==> config.mk <==
export PLATFORM = sky130hd
export DESIGN_NAME = mem_access_unit
export DESIGN_NICKNAME = d
export VERILOG_FILES = /design/src/rtl/mem_access_unit.sv
export SDC_FILE = /design/constraint.sdc
export NUM_CORES = 1
export LEC_CHECK = 0
export CORE_MARGIN = 1
export CORE_UTILIZATION = 42
export CTS_CLUSTER_DIAMETER = 200
export DETAILED_ROUTE_END_ITERATION = 10
export PLACE_DENSITY = 0.85
export SYNTH_ARGS = -nofsm -noshare
export SYNTH_HDL_FRONTEND = slang
export SYNTH_SLANG_ARGS = --single-unit
==> constraint.sdc <==
create_clock -name clk -period 1.9 [get_ports clk]
set_input_delay 0.19 -clock clk [delete_from_list [all_inputs] [get_ports clk]]
set_output_delay 0.19 -clock clk [all_outputs]
set_load 0.005 [all_outputs]
==> src/rtl/mem_access_unit.sv <==
// MEM-stage data-memory access controller: req/ack bus transaction with pipeline stall and load alignment/extension.
// Optional REQ-state timeout abort is enabled by defining MEM_TIMEOUT_EN.
module mem_access_unit #(
  parameter int TIMEOUT_CYCLES = 255
) (
  input  logic        clk,
  input  logic        reset,
  input  logic        mem_read,
  input  logic        mem_write,
  input  logic [1:0]  size,
  input  logic        unsigned_ld,
  input  logic [31:0] addr,
  input  logic [31:0] wdata,
  output logic [31:0] read_data,
  output logic        stall,
  output logic        align_err,
  output logic        bus_err,
  output logic        dm_req,
  output logic        dm_we,
  output logic [29:0] dm_addr,
  output logic [3:0]  dm_be,
  output logic [31:0] dm_wdata,
  input  logic        dm_ack,
  input  logic [31:0] dm_rdata
);

  typedef enum logic [1:0] {IDLE, REQ, DONE} state_t;

  state_t      state, nextState;
  logic        isOp, misaligned, startOp, timeout;
  logic        isLoadL, unsL;
  logic [1:0]  offL, sizeL;
  logic [3:0]  beNext;
  logic [31:0] wdNext, loadVal;
  logic [7:0]  loadByte;
  logic [15:0] loadHalf;

  assign isOp       = mem_read | mem_write;
  assign misaligned = (size[1] && addr[1:0] != 2'b00) || (size == 2'b01 && addr[0]);
  assign startOp    = (state == IDLE) && isOp && !misaligned;
  assign stall      = !reset && (startOp || state == REQ);
  assign align_err  = !reset && (state == IDLE) && isOp && misaligned;

`ifdef MEM_TIMEOUT_EN
  logic [15:0] reqCnt;

  assign timeout = (state == REQ) && !dm_ack && (reqCnt == 16'(TIMEOUT_CYCLES - 1));

  always_ff @(posedge clk) begin
    if (reset || startOp)
      reqCnt <= '0;
    else if (state == REQ && !dm_ack)
      reqCnt <= reqCnt + 16'd1;
  end
`else
  assign timeout = 1'b0;
`endif

  always_comb begin
    beNext = 4'b1111;
    wdNext = wdata;
    case (size)
      2'b00: begin
        beNext = 4'b0001 << addr[1:0];
        wdNext = {4{wdata[7:0]}};
      end
      2'b01: begin
        beNext = addr[1] ? 4'b1100 : 4'b0011;
        wdNext = {2{wdata[15:0]}};
      end
      default: ;
    endcase
  end

  // Lane selection uses the offset latched at request time, not the live addr.
  always_comb begin
    loadByte = dm_rdata[{offL, 3'b000} +: 8];
    loadHalf = offL[1] ? dm_rdata[31:16] : dm_rdata[15:0];
    case (sizeL)
      2'b00:   loadVal = {{24{!unsL & loadByte[7]}}, loadByte};
      2'b01:   loadVal = {{16{!unsL & loadHalf[15]}}, loadHalf};
      default: loadVal = dm_rdata;
    endcase
  end

  always_comb begin
    nextState = state;
    case (state)
      IDLE:    if (startOp) nextState = REQ;
      REQ:     if (dm_ack || timeout) nextState = DONE;
      DONE:    nextState = IDLE;
      default: nextState = IDLE;
    endcase
  end

  always_ff @(posedge clk) begin
    if (reset) begin
      state     <= IDLE;
      read_data <= '0;
      bus_err   <= 1'b0;
      dm_req    <= 1'b0;
      dm_we     <= 1'b0;
      dm_addr   <= '0;
      dm_be     <= '0;
      dm_wdata  <= '0;
      isLoadL   <= 1'b0;
      unsL      <= 1'b0;
      offL      <= '0;
      sizeL     <= '0;
    end else begin
      state   <= nextState;
      bus_err <= timeout;
      if (startOp) begin
        dm_req   <= 1'b1;
        dm_we    <= mem_write;
        dm_addr  <= addr[31:2];
        dm_be    <= beNext;
        dm_wdata <= wdNext;
        isLoadL  <= mem_read;
        unsL     <= unsigned_ld;
        offL     <= addr[1:0];
        sizeL    <= size;
      end
      if (state == REQ && (dm_ack || timeout)) begin
        dm_req <= 1'b0;
        if (dm_ack) begin
          if (isLoadL) read_data <= loadVal;
        end else begin
          read_data <= '0;
        end
      end
    end
  end

endmodule
==> out/qor.csv <==
stage,metric,value,unit
yosys,Post-Syn Area,4710,µm²
power_and_ir_drop,leak pwr,2.60,nW
timing,final setup vio count,0,
flow_run,maxcap violations,0,
cts,Num CTS Buffers,9,
yosys,syn_nets,671,
finish,Synth-to-Final Area Change,52.3,%
cts,CTS Hold Bufs,0,
yosys,post-synthesis sequential area ratio,0.459,
drt,initial drt markers,288,
timing,Slew @ Worst Pin,0.527,ns
finish,number of diodes,0,
finish,"non-filler cells, final",910,
yosys,Yosys warning count,0,
drt,post-DR wirelength/cell,16.2,µm
yosys,top_reg_cell synth,dfxtp_1,
floorplan,Starting Density,0.432,
timing,fin crit share,0.909,
power_and_ir_drop,pwr/cell area,677,nW/µm²
global_routing,GRT overflow,0,
yosys,Synth cell types,45,
worst_setup_path,"critical path fanouts, max",4,
finish,"commonest non-fill, non-tap cell in the layout",clkdlybuf4s50_1,
finish,FF/Latch Area,2160,µm²
timing,setup ws final,0.173,ns
timing,slew margin rel.,0.648,
floorplan,DIE WIDTH,108,µm
place,dpl hpwl,10800,µm
place,IO Port Bufs,205,
drt,Final ANT Viol Nets,0,
finish,Final nets,869,
timing,"Hold Vio Cnt, Final",0,
timing,FMAX,0.579,GHz
timing,Pins Over Slew Limit,0,
power_and_ir_drop,"IR drop worst, VDD",0.391,mV
timing,RSZ-0062 raised after global routing,no,
yosys,"EDFF count, synth",0,
timing,Final Critical Period,1.73,ns
cts,H-tree levels,3,
floorplan,Core Area,10900,µm²
place,placed insts,894,
finish,Multi-input gate area,2330,µm²
worst_setup_path,Reg2Reg Depth,7,
worst_setup_path,CP arrival,1.54,ns
cts,Root Buffer,clkbuf_8,
worst_setup_path,WS Path Type,register to primary output,
global_routing,initial antenna violation count,0,
yosys,Mapped Cells,567,
cts,clock sinks,108,
place,pre-CTS setup slack,-0.0937,ns
yosys,ys async rst share,0,
yosys,synthesis-stage register bit count,108,
floorplan,Site Rows,38,
global_routing,gr usage total,0.256,
place,GPL Wtd Cong,0.872,
timing,Setup Skew,0.0150,ns
drt,Detailed Routing Iterations Pass 1,5,
run_status,status,"finished, final reports clean",
worst_setup_path,critical path endpoint category,primary output,
finish,share of cells above drive strength 1,0.0961,
floorplan,Die H,108,µm
cts,Worst-Skew Late Latency,0.37,ns
drt,routed vias/inst,5.33,
drt,Via Count,4851,
worst_hold_path,HP Class,input pin to register,
drt,DRC errors left,0,
cts,CTS clock-pin slew for the worst setup and hold paths,0.11,ns
global_routing,largest net degree at the start of global routing,72,
floorplan,IO Pins,207,
drt,final WL,14700,µm
worst_setup_path,Worst EP required,1.71,ns
worst_setup_path,crit start category,register,
global_routing,first-pass GRT wire length,23200,µm
timing,setup TNS,0,ns
finish,most frequent cells in the layout,"clkdlybuf4s50_1, nand2_1, dfxtp_1",
cts,Max Root-Sink Buffers,2,
finish,Fillers,893,
cts,CTS tree,yes,
floorplan,DIE AREA,11600,µm²
worst_hold_path,hold path cells,3,
global_routing,number of global-route vias before repair,4725,
yosys,Avg Inst Size Synth,8.30,µm²
[flip-flops by register name, summed over array words and instances (netlist names), 2 cells and up]
name	flops
read_data	32
state	2
sizeL	2
dm_wdata	32
dm_addr	30
offL	2
dm_be	4
[layer usage]
metal | vias up | track usage | part of all wire
li1 | 2370 | - | -
met1 | 2255 | 0.307 | 0.41
met2 | 206 | 0.424 | 0.48
met3 | 20 | 0.0914 | 0.095
met4 | 0 | 0.0851 | 0.019
met5 | - | 0 | 0
[critical path: stages (launching register included)]
cell and delay, ns:
dfxtp_1 0.34, nor2_1 0.12, buf_4 0.16, o21ai_0 0.10, a211oi_2 0.20, clkdlybuf4s15_1 0.23
[area by class of cell]
| class | count | share of cell area |
|---|---|---|
| repair buffers | 235 | 0.324 |
| inverters | 4 | 0.00209 |
| multi-input cells | 407 | 0.325 |
| well taps | 140 | 0.0244 |
| clock inverters | 6 | 0.00541 |
| clock buffers | 10 | 0.0178 |
| flip-flops and latches | 108 | 0.302 |
[power breakdown]
part / switching (mW) / internal, mW
sequential: 0.0810 / 2.40
combinational: 0.498 / 0.614
clock: 0.786 / 0.476
total: 1.37 / 3.49
[final timing paths]
| kind | start | end | slack, ns |
|---|---|---|---|
| worst min-delay path | reset | dm_wdata[31]$_SDFFE_PP0P_ | 0.33 |
| worst max-delay path | state[0]$_SDFFE_PP0P_ | align_err | 0.17 |
| worst max register to register | state[0]$_SDFFE_PP0P_ | dm_wdata[11]$_SDFFE_PP0P_ | 0.17 |
| worst min register to register | dm_addr[22]$_SDFFE_PP0P_ | dm_addr[22]$_SDFFE_PP0P_ | 0.46 |
[stage by stage]
stage                     power [mW]  hold slack, ns  instance area (µm²)   util
after floorplan                 2.98           0.286                 4710      -
after global placement          3.61           0.441                 7000  0.643
after detailed placement        3.64           0.449                 7000  0.643
after CTS                       4.90           0.309                 7170  0.658
after global routing            5.11           0.327                 7170  0.658
final                           4.85           0.332                 7170  0.658
[cell families after synthesis]
group,Yosys count,share of synthesized area
AO/OA/AOI/OAI,159,0.227
buffers and inverters,52,0.0494
flip-flops,108,0.459
multiplexers,25,0.0585
other,1,0.000797
AND/OR/NAND/NOR,222,0.205
[synthesized netlist by cell type, types with 3 or more instances]
master    count  area, µm²
nand2_1     141        529
dfxtp_1     108       2160
a21oi_1      62        310
nor2_1       35        131
o21ai_0      26        130
clkbuf_1     25       93.8
buf_2        18       90.1
mux2i_1      16        160
nand3_1      16       80.1
a211oi_1     13       97.6
a311oi_1     10       87.6
a21o_1        9       67.6
nand3b_1      9       67.6
a221oi_1      8       70.1
o211ai_1      8       60.1
a211oi_2      7       87.6
and3_1        7       43.8
mux2_2        7       78.8
o31ai_1       7       52.6
inv_1         3       11.3
[repair_timing]
| action | 4_1_cts | 5_1_grt |
|---|---|---|
| gates resized for setup | 3 | 4 |
| pin swaps | 0 | 1 |
| setup buffers | 0 | 0 |
| endpoints found under the setup margin | 2 | 3 |
Note: power is estimated with default switching activity, not from simulation.
